File: src/rtl/ps2_pkg.sv
// Shared types and constants for the PS/2 receive front end.
package ps2_pkg;

    typedef enum logic [1:0] {IDLE, DATA, PARITY, STOP} rx_state_t;

    localparam logic [1:0] ERR_PARITY  = 2'b01;
    localparam logic [1:0] ERR_STOP    = 2'b10;
    localparam logic [1:0] ERR_TIMEOUT = 2'b11;

    localparam logic [7:0] PFX_EXT = 8'hE0;
    localparam logic [7:0] PFX_BRK = 8'hF0;

    typedef struct packed {
        logic       ext;
        logic       brk;
        logic [7:0] code;
    } code_t;

endpackage

File: src/rtl/ps2_filter.sv
// Two-flop synchroniser plus deglitch filter for one raw PS/2 pin.
// The filtered level only moves after FILT consecutive samples disagree with it.
module ps2_filter #(
    parameter int FILT = 8
) (
    input  logic clk,
    input  logic reset_n,
    input  logic pin_i,
    output logic level_o
);

    localparam int CW = $clog2(FILT + 1);

    logic [1:0]    sync_q;
    logic          level_q;
    logic [CW-1:0] cnt_q;

    always_ff @(posedge clk) begin
        if (!reset_n) begin
            sync_q  <= 2'b11;
            level_q <= 1'b1;
            cnt_q   <= CW'(FILT - 1);
        end else begin
            sync_q <= {sync_q[0], pin_i};
            // Down-count disagreeing samples; any agreeing sample restarts the run.
            if (sync_q[1] == level_q) begin
                cnt_q <= CW'(FILT - 1);
            end else if (cnt_q == '0) begin
                level_q <= sync_q[1];
                cnt_q   <= CW'(FILT - 1);
            end else begin
                cnt_q <= cnt_q - CW'(1);
            end
        end
    end

    assign level_o = level_q;

endmodule

File: src/rtl/ps2_rx_frontend.sv
// PS/2 frame receiver: filtered line sampling, 11-bit frame FSM, E0/F0 prefix folding.
// Define PS2_FIFO_EN for a DEPTH-entry output FIFO; otherwise a single output register.
//
//  state  | meaning
//  IDLE   | waiting for a start bit (dat=0 on clk fall)
//  DATA   | shifting in 8 data bits, LSB first
//  PARITY | checking odd parity over data+parity bit
//  STOP   | expecting stop bit = 1
module ps2_rx_frontend
    import ps2_pkg::*;
#(
    parameter int FILT    = 8,
    parameter int TIMEOUT = 50000,
    parameter int DEPTH   = 4
) (
    input  logic       clk,
    input  logic       reset_n,
    input  logic       ps2_clk,
    input  logic       ps2_dat,
    output logic [7:0] code,
    output logic       ext,
    output logic       brk,
    output logic       code_valid,
    input  logic       code_ready,
    output logic       err_stb,
    output logic [1:0] err_code,
    output logic       overrun
);

    localparam int TW = $clog2(TIMEOUT + 1);

    logic clk_f, dat_f, clk_prev_q, strobe;

    ps2_filter #(.FILT(FILT)) u_filt_clk (.clk(clk), .reset_n(reset_n), .pin_i(ps2_clk), .level_o(clk_f));
    ps2_filter #(.FILT(FILT)) u_filt_dat (.clk(clk), .reset_n(reset_n), .pin_i(ps2_dat), .level_o(dat_f));

    assign strobe = clk_prev_q & ~clk_f;

    rx_state_t     state_q, state_d;
    logic [2:0]    bit_q, bit_d;
    logic [7:0]    shift_q, shift_d;
    logic [TW-1:0] tmo_q, tmo_d;
    logic          ext_pend_q, ext_pend_d, brk_pend_q, brk_pend_d;
    logic          push, err_evt;
    logic [1:0]    err_val;
    code_t         push_data;

    always_comb begin
        state_d    = state_q;
        bit_d      = bit_q;
        shift_d    = shift_q;
        ext_pend_d = ext_pend_q;
        brk_pend_d = brk_pend_q;
        err_evt    = 1'b0;
        err_val    = ERR_PARITY;
        push       = 1'b0;
        push_data  = '{ext: ext_pend_q, brk: brk_pend_q, code: shift_q};
        tmo_d      = (state_q == IDLE || strobe) ? TW'(TIMEOUT - 1) : tmo_q - TW'(1);

        case (state_q)
            IDLE: if (strobe && !dat_f) begin
                state_d = DATA;
                bit_d   = 3'd0;
            end
            DATA: if (strobe) begin
                shift_d = {dat_f, shift_q[7:1]};
                bit_d   = bit_q + 3'd1;
                if (bit_q == 3'd7) state_d = PARITY;
            end
            PARITY: if (strobe) begin
                if (^{dat_f, shift_q}) begin
                    state_d = STOP;
                end else begin
                    state_d = IDLE;
                    err_evt = 1'b1;
                    err_val = ERR_PARITY;
                end
            end
            STOP: if (strobe) begin
                state_d = IDLE;
                if (!dat_f) begin
                    err_evt = 1'b1;
                    err_val = ERR_STOP;
                end else if (shift_q == PFX_EXT) begin
                    ext_pend_d = 1'b1;
                end else if (shift_q == PFX_BRK) begin
                    brk_pend_d = 1'b1;
                end else begin
                    push       = 1'b1;
                    ext_pend_d = 1'b0;
                    brk_pend_d = 1'b0;
                end
            end
            default: state_d = IDLE;
        endcase

        if (state_q != IDLE && !strobe && tmo_q == '0) begin
            state_d = IDLE;
            err_evt = 1'b1;
            err_val = ERR_TIMEOUT;
        end
        if (err_evt) begin
            ext_pend_d = 1'b0;
            brk_pend_d = 1'b0;
        end
    end

    always_ff @(posedge clk) begin
        if (!reset_n) begin
            state_q    <= IDLE;
            bit_q      <= '0;
            shift_q    <= '0;
            tmo_q      <= TW'(TIMEOUT - 1);
            ext_pend_q <= 1'b0;
            brk_pend_q <= 1'b0;
            clk_prev_q <= 1'b1;
        end else begin
            state_q    <= state_d;
            bit_q      <= bit_d;
            shift_q    <= shift_d;
            tmo_q      <= tmo_d;
            ext_pend_q <= ext_pend_d;
            brk_pend_q <= brk_pend_d;
            clk_prev_q <= clk_f;
        end
    end

    logic  pop, accept, drop, out_valid;
    code_t out_data;

    assign pop = out_valid & code_ready;

`ifdef PS2_FIFO_EN
    localparam int AW = $clog2(DEPTH);

    code_t         mem_q [DEPTH];
    logic [AW-1:0] wr_q, rd_q;
    logic [AW:0]   cnt_q;
    logic          full;

    assign full   = (cnt_q == (AW+1)'(DEPTH));
    // When full, a same-cycle pop frees the slot being written.
    assign accept = push & (~full | pop);
    assign drop   = push & ~accept;

    always_ff @(posedge clk) begin
        if (accept) mem_q[wr_q] <= push_data;
    end

    always_ff @(posedge clk) begin
        if (!reset_n) begin
            wr_q  <= '0;
            rd_q  <= '0;
            cnt_q <= '0;
        end else begin
            if (accept) wr_q <= wr_q + AW'(1);
            if (pop)    rd_q <= rd_q + AW'(1);
            cnt_q <= cnt_q + (AW+1)'(accept) - (AW+1)'(pop);
        end
    end

    assign out_valid = (cnt_q != '0);
    assign out_data  = mem_q[rd_q];
`else
    code_t out_q;
    logic  vld_q;

    assign accept = push & (~vld_q | pop);
    assign drop   = push & ~accept;

    always_ff @(posedge clk) begin
        if (!reset_n) begin
            out_q <= '0;
            vld_q <= 1'b0;
        end else if (accept) begin
            out_q <= push_data;
            vld_q <= 1'b1;
        end else if (pop) begin
            vld_q <= 1'b0;
        end
    end

    assign out_valid = vld_q;
    assign out_data  = out_q;
`endif

    logic       err_stb_q, overrun_q;
    logic [1:0] err_code_q;

    always_ff @(posedge clk) begin
        if (!reset_n) begin
            err_stb_q  <= 1'b0;
            err_code_q <= 2'b00;
            overrun_q  <= 1'b0;
        end else begin
            err_stb_q <= err_evt;
            overrun_q <= drop;
            if (err_evt) err_code_q <= err_val;
        end
    end

    assign code       = out_valid ? out_data.code : 8'h00;
    assign ext        = out_valid & out_data.ext;
    assign brk        = out_valid & out_data.brk;
    assign code_valid = out_valid;
    assign err_stb    = err_stb_q;
    assign err_code   = err_code_q;
    assign overrun    = overrun_q;

endmodule

File: config.mk
export PLATFORM = sky130hd
export DESIGN_NAME = ps2_rx_frontend
export DESIGN_NICKNAME = d
export VERILOG_FILES = /design/src/rtl/ps2_pkg.sv /design/src/rtl/ps2_filter.sv /design/src/rtl/ps2_rx_frontend.sv
export SDC_FILE = /design/constraint.sdc
export NUM_CORES = 1
export LEC_CHECK = 0
export ABC_AREA = 1
export BUFFER_PORTS_ARGS = -buffer_cell sky130_fd_sc_hd__buf_2
export CAP_MARGIN = 10
export CORE_AREA = 2 2 71 73
export DETAILED_ROUTE_END_ITERATION = 6
export DIE_AREA = 0 0 73 75
export PLACE_DENSITY = 0.81
export REMOVE_ABC_BUFFERS = 1
export SLEW_MARGIN = 20
export SYNTH_ARGS = -nofsm -noshare
export SYNTH_HDL_FRONTEND = slang
export SYNTH_HIERARCHICAL = 1
export SYNTH_SLANG_ARGS = --single-unit
File: constraint.sdc
create_clock -name clk -period 4.1 [get_ports clk]
set_input_delay 0.205 -clock clk [delete_from_list [all_inputs] [get_ports clk]]
set_output_delay 0.205 -clock clk [all_outputs]
set_load 0.1 [all_outputs]
==> metrics.md <==
| Metric | Value |
|---|---|
| Status | `finished, final reports clean` |
| DR vias | `approximately 2300` |
| CTS max path bufs | `2` |
| Cell Chain, Critical Path | `inv_1 -> nand2_2 -> nor2_1 -> inv_1 -> nand2_1 -> o21ai_0 -> a21oi_1` |
| Post-synthesis cell count | `roughly 370` |
| Register area share after synthesis | `between 40% and 50%` |
| Fraction of layout cells with a size suffix above 1 | `between 10% and 20%` |
| Top post-synthesis cells by count | `nand2_1 (70), dfxtp_1 (61), inv_1 (56)` |
| R2R cell count | `7` |
| Power share of the clock group | `49.0%` |
| Post-CTS Setup Bufs | `0` |
| PD cells | `388.6 nW/um^2` |
| Hold Path Stages | `2` |
| Seq cells post-synth | `roughly 60` |
| Core Box Area | `roughly 4700 sq um` |
| Switching Share | `18.88%` |
| Slew Viols, Final | `0` |
| Post-CTS sizing | `0` |
| Post-CTS Hold Buffers | `0` |
| PortBufs | `19` |
| Metal-1 WL | `2302 microns` |
| Antenna diodes | `0` |
| Worst slew margin | `approximately half` |
| Number of synthesized flops with an enable pin | `0` |
| Worst reg2reg endpoint | `bit_q[1]` |
| Post-synth top area share | `44.55%` |
| Total number of yosys warnings | `6` |
| Post-DP HPWL | `~3400 microns` |
| P_leak | `1.480 nW` |
| FMAX | `between 500 and 600 MHz` |
| Nets@finish | `a little over 400` |
| CTS root buf | `clkbuf_8` |
| Unique masters post-synth | `27` |
| Pin count of the biggest net entering global routing | `22` |
| Vias/cell | `slightly above 5` |
| R2R Path Start | `u_filt_clk/level_o` |
| Maximum capacitance violations | `0` |
| Hold Fails Final Rpt | `0` |
| Htree depth | `3` |
| CP required | `between 4 and 5 ns` |
| Post-DRT Antenna Nets | `0` |
| Setup CP Type | `flip-flop to flip-flop` |
| CP arrival | `between 2 and 2.5 ns` |
| Multi-input logic area | `around 1300 sq um` |
| Ranking of synthesized cells by area | `dfxtp_1 (45%), nand2_1 (9.6%), inv_1 (7.7%)` |
| Post-Syn Area | `between 2000 and 3000 sq um` |
| Area grow syn2layout | `12.69%` |
| Flop2flop setup slack | `~2.3 ns` |
| Crit-path max FO | `14` |
| Ports | `20` |
| Post-synth ARST share | `0%` |
| Dominant synthesized flop cell | `dfxtp_1` |
| Post-synth top area cell | `dfxtp_1` |
| PnR worst setup slack | `~2.3 ns` |
| Cell with the most instances after synthesis | `nand2_1` |
| Post-place setup slack | `around 2.3 ns` |
| Global-route wire length before repair | `8259 microns` |
| DR WL met2 | `between 2000 and 2500 microns` |
| DRC viols | `0` |
| RSZ-0062 raised after global routing | `no` |
| Storage element area | `between 1000 and 1500 sq um` |
| DR top layer | `met4` |
| Die width | `73 microns` |
| CP startpoint kind | `flip-flop` |
| TritonCTS buffer count | `9` |
| Routed wl met3 | `approximately 180 microns` |
| Internal power | `0.9739 mW` |
| Skew-Pair Late Insertion Delay | `roughly 0.32 ns` |
| HP Start | `ps2_clk` |
| Clock Pin Slew Worst Setup and Hold Paths | `approximately 0.06 ns` |
| Final Setup Violations | `0` |
| Vias in the first global route | `2077` |
| Largest stage delay on the critical path | `approximately 0.6 ns` |
| Cell repeated most along the worst path | `inv_1` |
| WL final | `4662 microns` |
| Tcrit/Tclk final | `between 40% and 50%` |
| Number of fill cells in the layout | `about 400` |
| Slew of the pin with the lowest slew margin | `around 0.73 ns` |
| Initial DRT Pass Iterations | `4` |
| GRT Overall Usage | `roughly a fifth` |
| TNS Setup | `0 ns` |
| Post-route minimum period | `between 1.5 and 2 ns` |
| Sink Count | `61` |
| Combinational fraction of design power | `1.3%` |
| Syn_area_per_cell | `7.449 sq um` |
| RePlAce Congestion | `approximately 0.8` |
| Die height | `between 70 and 80 microns` |
| Critical Path End Type | `flip-flop` |
| Slowest stage cell, crit path | `nor2_1` |
| Reg power frac | `49.6%` |
| NetSw | `approximately 0.23 mW` |
| Maximum vdd drop | `between 200 and 250 uV` |
| Overflow after GRT | `0` |
| Starting Density | `58.82%` |
| Cell Rows | `25` |
| Setup Skew | `0.004957 ns` |
| Initial antenna violation count | `0` |
| DR WL/cell | `about 10 microns` |
| First DRT Iteration DRCs | `between 90 and 100` |
| Hold/Removal Path Class | `primary input to flip-flop` |
| TritonCTS clock tree | `yes` |
| Die area | `5475 sq um` |
| Hold Path Sink | `u_filt_clk/sync_q[0]` |
[critical path: cells and delay by family (launching register included)]
family / cells / cell delay, ns
buf+inv: 2 / 0.30
simple gates: 3 / 0.89
flops: 1 / 0.33
compound gates: 2 / 0.23
[final cells by class]
cell class	count	share of cell area [%]
multi-input cells	243	40.99
flip-flops and latches	61	39.53
clock buffers	12	5.022
repair buffers	19	3.078
well taps	54	2.187
inverters	57	6.926
clock inverters	4	2.268
[layout by cell type (no fill, tap or decap), drive strengths merged, types with 2 or more instances in the layout]
master  count
a21oi      35
nor2       36
nand2      76
clkbuf     12
ha         10
xnor2       3
bufinv      2
nand3      34
o21ai      24
inv        57
nand4       9
or2         4
xor2        2
clkinv      2
nor3        6
buf        19
dfxtp      61
[layer usage]
layer | up-vias | global-route usage (%)
met5 | - | 0
met4 | 0 | 9.259
met3 | 6 | 4.953
met2 | 36 | 31.73
met1 | 1007 | 23.99
li1 | 1237 | -
[metrics by stage]
step | utilization, % | instances | power, mW | hold WS, ns | area (sq um)
2_1_floorplan | - | 361 | 0.6190 | 0.2740 | 2701
3_3_place_gp | 61.45 | 434 | 0.6252 | 0.3808 | 2864
3_5_place_dp | 61.45 | 434 | 0.6256 | 0.3806 | 2864
4_1_cts | 66.28 | 450 | 1.215 | 0.04768 | 3089
5_1_grt | 66.28 | 450 | 1.235 | 0.05558 | 3089
6_report | 66.28 | 450 | 1.201 | 0.06342 | 3089
[state kept, by name (all words and copies together) (netlist names), 2 cells and up]
register	flops
bit_q	3
u_filt_dat/cnt_q	4
tmo_q	16
u_filt_clk/sync_q	2
u_filt_clk/cnt_q	4
shift_q	8
u_filt_dat/sync_q	2
state_q	2
out_data	10
err_code	2
[logic make-up (layout without fill, tap and decap cells)]
group,Yosys count,in the layout,share of synthesized area [%]
xor gates and xnor gates,5,5,1.598
adders and majority gates,10,10,4.564
DFF,61,61,44.55
buffers and inverters,64,92,9.265
and+or+nand+nor,167,167,28.71
AOI/OAI and AO/OA,61,61,11.32
[power by group through the flow]
stage	Clock, mW	Combinational, mW	Sequential [mW]
2_1_floorplan	0	0.0100	0.609
3_3_place_gp	0	0.0160	0.609
3_5_place_dp	0	0.0163	0.609
4_1_cts	0.603	0.0164	0.596
5_1_grt	0.621	0.0185	0.596
6_report	0.588	0.0162	0.596
[how the worst max path moves through the flow]
| stage | from | to | cells after the start |
|---|---|---|---|
| floorplan | code_valid | code[2] | 2 |
| global placement | u_filt_clk/level_o | bit_q[2] | 7 |
| detailed placement | u_filt_clk/level_o | bit_q[1] | 7 |
| CTS | u_filt_clk/level_o | bit_q[1] | 7 |
| global route | u_filt_clk/level_o | bit_q[1] | 7 |
| finish | u_filt_clk/level_o | bit_q[1] | 7 |
Power figures use the tool's default switching activity.
